--- config.mk ---
export PLATFORM = sky130hd
export DESIGN_NAME = btn_debounce
export DESIGN_NICKNAME = d
export VERILOG_FILES = /design/src/rtl/btn_pkg.sv /design/src/rtl/btn_debounce_ch.sv /design/src/rtl/btn_debounce.sv
export SDC_FILE = /design/constraint.sdc
export NUM_CORES = 1
export LEC_CHECK = 0
export CAP_MARGIN = 25
export CORE_MARGIN = 2
export CORE_UTILIZATION = 60
export DETAILED_ROUTE_END_ITERATION = 8
export GPL_TIMING_DRIVEN = 0
export PLACE_DENSITY = 0.77
export RECOVER_POWER = 100
export SYNTH_ARGS = -nofsm -noshare
export SYNTH_HDL_FRONTEND = slang
export SYNTH_SLANG_ARGS = --single-unit
--- constraint.sdc ---
create_clock -name clk_i -period 2.37 [get_ports clk_i]
set_input_delay 0.3555 -clock clk_i [delete_from_list [all_inputs] [get_ports clk_i]]
set_output_delay 0.3555 -clock clk_i [all_outputs]
set_load 0.01 [all_outputs]
--- src/rtl/btn_pkg.sv ---
// Shared definitions for the pushbutton debouncer.
// Holds the per-channel FSM state encoding, the default timing constants
// for a 50 MHz clock, and the counter width helper.
package btn_pkg;

    // Per-channel qualification states.
    typedef enum logic [1:0] {
        ST_LOW      = 2'd0,
        ST_RISE_CHK = 2'd1,
        ST_HIGH     = 2'd2,
        ST_FALL_CHK = 2'd3
    } btn_state_e;

    // 1 kHz sample tick from 50 MHz, 20 ms of stability to accept a change.
    localparam int unsigned TICK_DIV_DEF     = 50000;
    localparam int unsigned STABLE_TICKS_DEF = 20;

    // Width of the stable-tick counter: clog2(n), never below one bit.
    function automatic int unsigned cnt_width(input int unsigned n);
        return (n <= 1) ? 1 : $clog2(n);
    endfunction

endpackage

--- src/rtl/btn_debounce_ch.sv ---
// One debounce channel: two-flop synchroniser, qualification FSM and
// stable-tick counter.
// Ports:
//   clk_i    system clock
//   rst_ni   synchronous active-low reset
//   btn_i    polarity-corrected asynchronous button (1 = pressed)
//   tick_i   shared one-cycle sample tick
//   level_o  debounced level, registered
//   busy_o   1 while a candidate change is being qualified, registered
module btn_debounce_ch
    import btn_pkg::*;
#(
    parameter int unsigned STABLE_TICKS = STABLE_TICKS_DEF
) (
    input  logic clk_i,
    input  logic rst_ni,
    input  logic btn_i,
    input  logic tick_i,
    output logic level_o,
    output logic busy_o
);

    localparam int unsigned   CW       = cnt_width(STABLE_TICKS);
    localparam logic [CW-1:0] CNT_LAST = CW'(STABLE_TICKS - 1);

    logic          s1_q;
    logic          s2_q;
    btn_state_e    state_q;
    logic [CW-1:0] cnt_q;
    logic [CW-1:0] cnt_d;
    logic          level_q;
    logic          busy_q;
    logic          cnt_done_c;

    assign cnt_d      = cnt_q + CW'(1);
    assign cnt_done_c = (cnt_q == CNT_LAST);

    // Synchroniser plus FSM. The FSM only ever looks at s2_q. A tick arriving
    // in the entry cycle is ignored because the FSM is still in the stable
    // state then; a bounce takes precedence over a coincident tick.
    always_ff @(posedge clk_i) begin
        if (!rst_ni) begin
            s1_q    <= 1'b0;
            s2_q    <= 1'b0;
            state_q <= ST_LOW;
            cnt_q   <= '0;
            level_q <= 1'b0;
            busy_q  <= 1'b0;
        end else begin
            s1_q <= btn_i;
            s2_q <= s1_q;
            case (state_q)
                ST_LOW: begin
                    if (s2_q) begin
                        state_q <= ST_RISE_CHK;
                        cnt_q   <= '0;
                        busy_q  <= 1'b1;
                    end
                end
                ST_RISE_CHK: begin
                    if (!s2_q) begin
                        state_q <= ST_LOW;
                        cnt_q   <= '0;
                        busy_q  <= 1'b0;
                    end else if (tick_i && cnt_done_c) begin
                        state_q <= ST_HIGH;
                        level_q <= 1'b1;
                        busy_q  <= 1'b0;
                    end else if (tick_i) begin
                        cnt_q <= cnt_d;
                    end
                end
                ST_HIGH: begin
                    if (!s2_q) begin
                        state_q <= ST_FALL_CHK;
                        cnt_q   <= '0;
                        busy_q  <= 1'b1;
                    end
                end
                ST_FALL_CHK: begin
                    if (s2_q) begin
                        state_q <= ST_HIGH;
                        cnt_q   <= '0;
                        busy_q  <= 1'b0;
                    end else if (tick_i && cnt_done_c) begin
                        state_q <= ST_LOW;
                        level_q <= 1'b0;
                        busy_q  <= 1'b0;
                    end else if (tick_i) begin
                        cnt_q <= cnt_d;
                    end
                end
            endcase
        end
    end

    assign level_o = level_q;
    assign busy_o  = busy_q;

endmodule

--- src/rtl/btn_debounce.sv ---
// Multi-channel pushbutton conditioner: polarity correction, a free-running
// sample-tick prescaler shared by all channels, and one debounce channel
// per button.
// Ports:
//   clk_i        system clock
//   rst_ni       synchronous active-low reset
//   btn_raw_i    asynchronous raw button pins
//   btn_level_o  debounced pressed level per button (1 = pressed), registered
//   btn_busy_o   per-button qualification-in-progress flag, registered
module btn_debounce
    import btn_pkg::*;
#(
    parameter int unsigned N_BTN         = 4,
    parameter int unsigned TICK_DIV      = TICK_DIV_DEF,
    parameter int unsigned STABLE_TICKS  = STABLE_TICKS_DEF,
    parameter bit          ACTIVE_LOW_IN = 1'b0
) (
    input  logic             clk_i,
    input  logic             rst_ni,
    input  logic [N_BTN-1:0] btn_raw_i,
    output logic [N_BTN-1:0] btn_level_o,
    output logic [N_BTN-1:0] btn_busy_o
);

    localparam int unsigned   PW         = $clog2(TICK_DIV);
    localparam logic [PW-1:0] PRESC_LAST = PW'(TICK_DIV - 1);

    logic [PW-1:0]    presc_q;
    logic [PW-1:0]    presc_d;
    logic             tick_c;
    logic [N_BTN-1:0] btn_n_c;

    // Prescaler free-runs 0..TICK_DIV-1; never realigned by button activity.
    assign tick_c  = (presc_q == PRESC_LAST);
    assign presc_d = tick_c ? '0 : presc_q + PW'(1);

    always_ff @(posedge clk_i) begin
        if (!rst_ni) begin
            presc_q <= '0;
        end else begin
            presc_q <= presc_d;
        end
    end

    // Normalise to pressed-high before synchronising.
    assign btn_n_c = btn_raw_i ^ {N_BTN{ACTIVE_LOW_IN}};

    for (genvar g = 0; g < int'(N_BTN); g++) begin : g_ch
        btn_debounce_ch #(
            .STABLE_TICKS(STABLE_TICKS)
        ) u_ch (
            .clk_i  (clk_i),
            .rst_ni (rst_ni),
            .btn_i  (btn_n_c[g]),
            .tick_i (tick_c),
            .level_o(btn_level_o[g]),
            .busy_o (btn_busy_o[g])
        );
    end

endmodule

==> impl_metrics.ini <==
[floorplanning]
dieWidth_um = 75.5
rows = 26
die_y_um = 75.5
die_area_sq_mm = 0.00570
core_sq_mm = 0.00501
ioPinCount = 14
start_util_pct = 61.2

[worst_hold_path]
hold_path_class = flip-flop to flip-flop
holdPathStages = 1
hp-start = g_ch[3].u_ch.s1_q
min_to = g_ch[3].u_ch.s2_q

[synth]
ys_top_cells_by_area = dfxtp_1 (39%), nand3_1 (5.2%), xnor2_1 (4.6%), nor2_1 (4.0%), nand2_1 (3.4%)
ys_seq_area_share_pct = 39.2
async_reset_ff_share_pct = 0
syn_area_per_cell_sq_um = 8.42
synth_cell_types = 50
synthCells = 364
synth_edf_count = 0
syn_area_sq_mm = 0.00307
synth_ff_type = dfxtp_1
ys_seq_elements = 60
synth.net_count = 375
synth_area_leader_cell = dfxtp_1
synth_warnings = 0
synth_top_cell_area_share_pct = 39.2

[worst_setup_path]
max_stage_delay_ps = 630
cp_top_family = buffers and inverters
reg2reg_depth = 7
worstPathArrival_ps = 2480
r2r-start = presc_q[0]
worst_setup_path_start_kind = input pin
path_cells = dlygate4sd3_1 -> buf_2 -> buf_2 -> clkbuf_1 -> nand2_1 -> a21oi_1
path_class = input pin to flip-flop
rr_endpoint = g_ch[0].u_ch.cnt_q[0]
cpMaxStageDelayCell = dlygate4sd3_1
endpoint_kind = flip-flop
crit_path_frequent_cell = buf_2
required_ps = 2630
path_buf_inv = 4
cp_max_fo = 10
rrSetupSlack_ps = 220

[finish]
final-instance-count-excl-fill = 463
diodes = 0
nFillCells = 435
area_delta_synth_final_pct = 12.0
layout_common_cells = dfxtp_1 (60), nor2_1 (33), nand3_1 (32)
nNetsFinal = 399
mostFrequentLayoutCell = dfxtp_1
final_design_area_no_fill_sq_mm = 0.00344
drive_above_1_share_pct = 9.16

[clocking]
holdBufCountCts = 0
cts-root-buf = clkbuf_8
cts_num_sinks = 60
cts_made_buffers = 9
cts_resized = 0
clock_latency_ps = 330
cts_tree = built
cts_setup_buffers = 0
clk_path_buf_depth = 2
htreeDepth = 3
clk_pin_slew_ps = 60

[drt]
routed_wl_mm = 7.00
route.antenna.remaining_nets = 0
via_per_inst = 6.09
drt_iter0_drc = 159
drc = 0
vias = 2819
wl_per_cell_um = 15.1
firstDrtPassIters = 6

[sta]
finalCriticalPeriod_ps = 2220
fmax_mhz = 451
finalHoldViolations = 0
tightestPinTransition_ps = 697
max-slew-margin-rel_pct = 53.5
skew_ps = 6.35
maxSlewViolCount = 0
rsz0062_at_grt = false
layout_setup_ws_ps = 153
setup_viol = 0
hold_slack_ps = 433
finalCritPeriodShare_pct = 93.6

[placed_design]
placed_cell_area_sq_mm = 0.00328
gp_congestion = 0.867
io_buffers = 13
place_inst = 447
place_ws_ps = -35.5
place_hpwl_mm = 4.74

[global_routing]
grt_pass1_vias = 2506
grt_overflow_total = 0
grt_max_degree = 11
track_usage_pct = 26.4
grt_pass1_wl_mm = 11.2
antenna_found_initial = 0

[power]
p_leak_nw = 1.21
pwr_density_cell_mw_per_mm2 = 559
vdd_drop_max_mv = 0.370
p_total_mw = 1.92

[status]
status = finished clean

[run]
max-cap-violations = 0
-- cells by family after synthesis --
family	after synthesis	synth area share [%]
flip-flops	60	39.2
XOR/XNOR	22	6.28
AO/OA/AOI/OAI	68	14.9
buffers and inverters	39	6.69
AND/OR/NAND/NOR	170	30.9
adder cells (fa/ha/maj)	5	2.04
-- worst max-delay path by stage --
| stage | startpoint | end | slack [ps] | depth (start not counted) |
|---|---|---|---|---|
| global route | rst_ni | g_ch[3].u_ch.cnt_q[0] | 100 | 6 |
| detailed placement | rst_ni | g_ch[3].u_ch.cnt_q[0] | -40 | 6 |
| floorplan | presc_q[0] | g_ch[0].u_ch.level_o | 720 | 7 |
| global placement | rst_ni | g_ch[3].u_ch.cnt_q[2] | 7 | 6 |
| CTS | rst_ni | g_ch[3].u_ch.cnt_q[0] | 330 | 6 |
| finish | rst_ni | g_ch[3].u_ch.cnt_q[0] | 150 | 6 |
-- where the power goes --
| group | switching (mW) | leakage (nW) | internal [mW] |
|---|---|---|---|
| registers | 0.0129 | 0.486 | 1.03 |
| clock network | 0.379 | 0.0844 | 0.406 |
| logic | 0.0587 | 0.636 | 0.0377 |
-- worst reg2reg max path, cell delays in order (launching register included) --
cell and delay [ps]:
dfxtp_1 370, ha_1 240, and3_1 250, and4_1 210, buf_4 190, clkbuf_1 490
nand4_1 150, o311ai_0 130
-- routing by layer --
| metal | up-vias | wire length [um] | track usage [%] |
|---|---|---|---|
| met5 | - | 0 | 0 |
| met4 | 0 | 168 | 14.0 |
| met3 | 15 | 413 | 6.61 |
| met2 | 88 | 3170 | 40.3 |
| met1 | 1338 | 3260 | 34.4 |
| li1 | 1378 | - | - |
-- sequential cells by signal, summed over array words and instances, names as in the netlist, named ones only --
register           cells
g_ch.u_ch.state_q      4
g_ch.u_ch.s2_q         4
presc_q               16
g_ch.u_ch.cnt_q       20
g_ch.u_ch.level_o      4
g_ch.u_ch.s1_q         4
g_ch.u_ch.busy_o       4
-- per-stage QoR --
stage	util, %	setup TNS, ps
5_1_grt	68.6	0
2_1_floorplan	-	0
3_5_place_dp	65.6	-77.8
4_1_cts	68.8	0
3_3_place_gp	65.6	0
6_report	68.6	0
-- cells in the mapped netlist (all sizes together), types with 2 or more instances --
| library cell | number |
|---|---|
| dfxtp | 60 |
| nor2 | 33 |
| nand3 | 32 |
| nand2 | 28 |
| nand4 | 18 |
| buf | 17 |
| xnor2 | 16 |
| a21oi | 14 |
| o211ai | 14 |
| inv | 12 |
| nor3 | 12 |
| o21ai | 12 |
| and2 | 9 |
| clkbuf | 9 |
| and3 | 8 |
| a31oi | 7 |
| or3 | 6 |
| xor2 | 6 |
| and4bb | 5 |
| ha | 5 |
| o311ai | 5 |
| a41oi | 3 |
| nand4b | 3 |
| nor4 | 3 |
| o2111ai | 3 |
| or4 | 3 |
| a211o | 2 |
| o31ai | 2 |
-- cell type report --
type | count | area [sq um] | area share (%)
Sequential cell | 60 | 1200 | 35.0
Tap cell | 70 | 87.6 | 2.55
Multi-Input combinational cell | 265 | 1660 | 48.3
Timing Repair Buffer | 13 | 130 | 3.79
Buffer | 26 | 145 | 4.22
Clock buffer | 14 | 153 | 4.44
Inverter | 13 | 48.8 | 1.42
Clock inverter | 2 | 10.0 | 0.291
(Power assumes the default switching activity.)
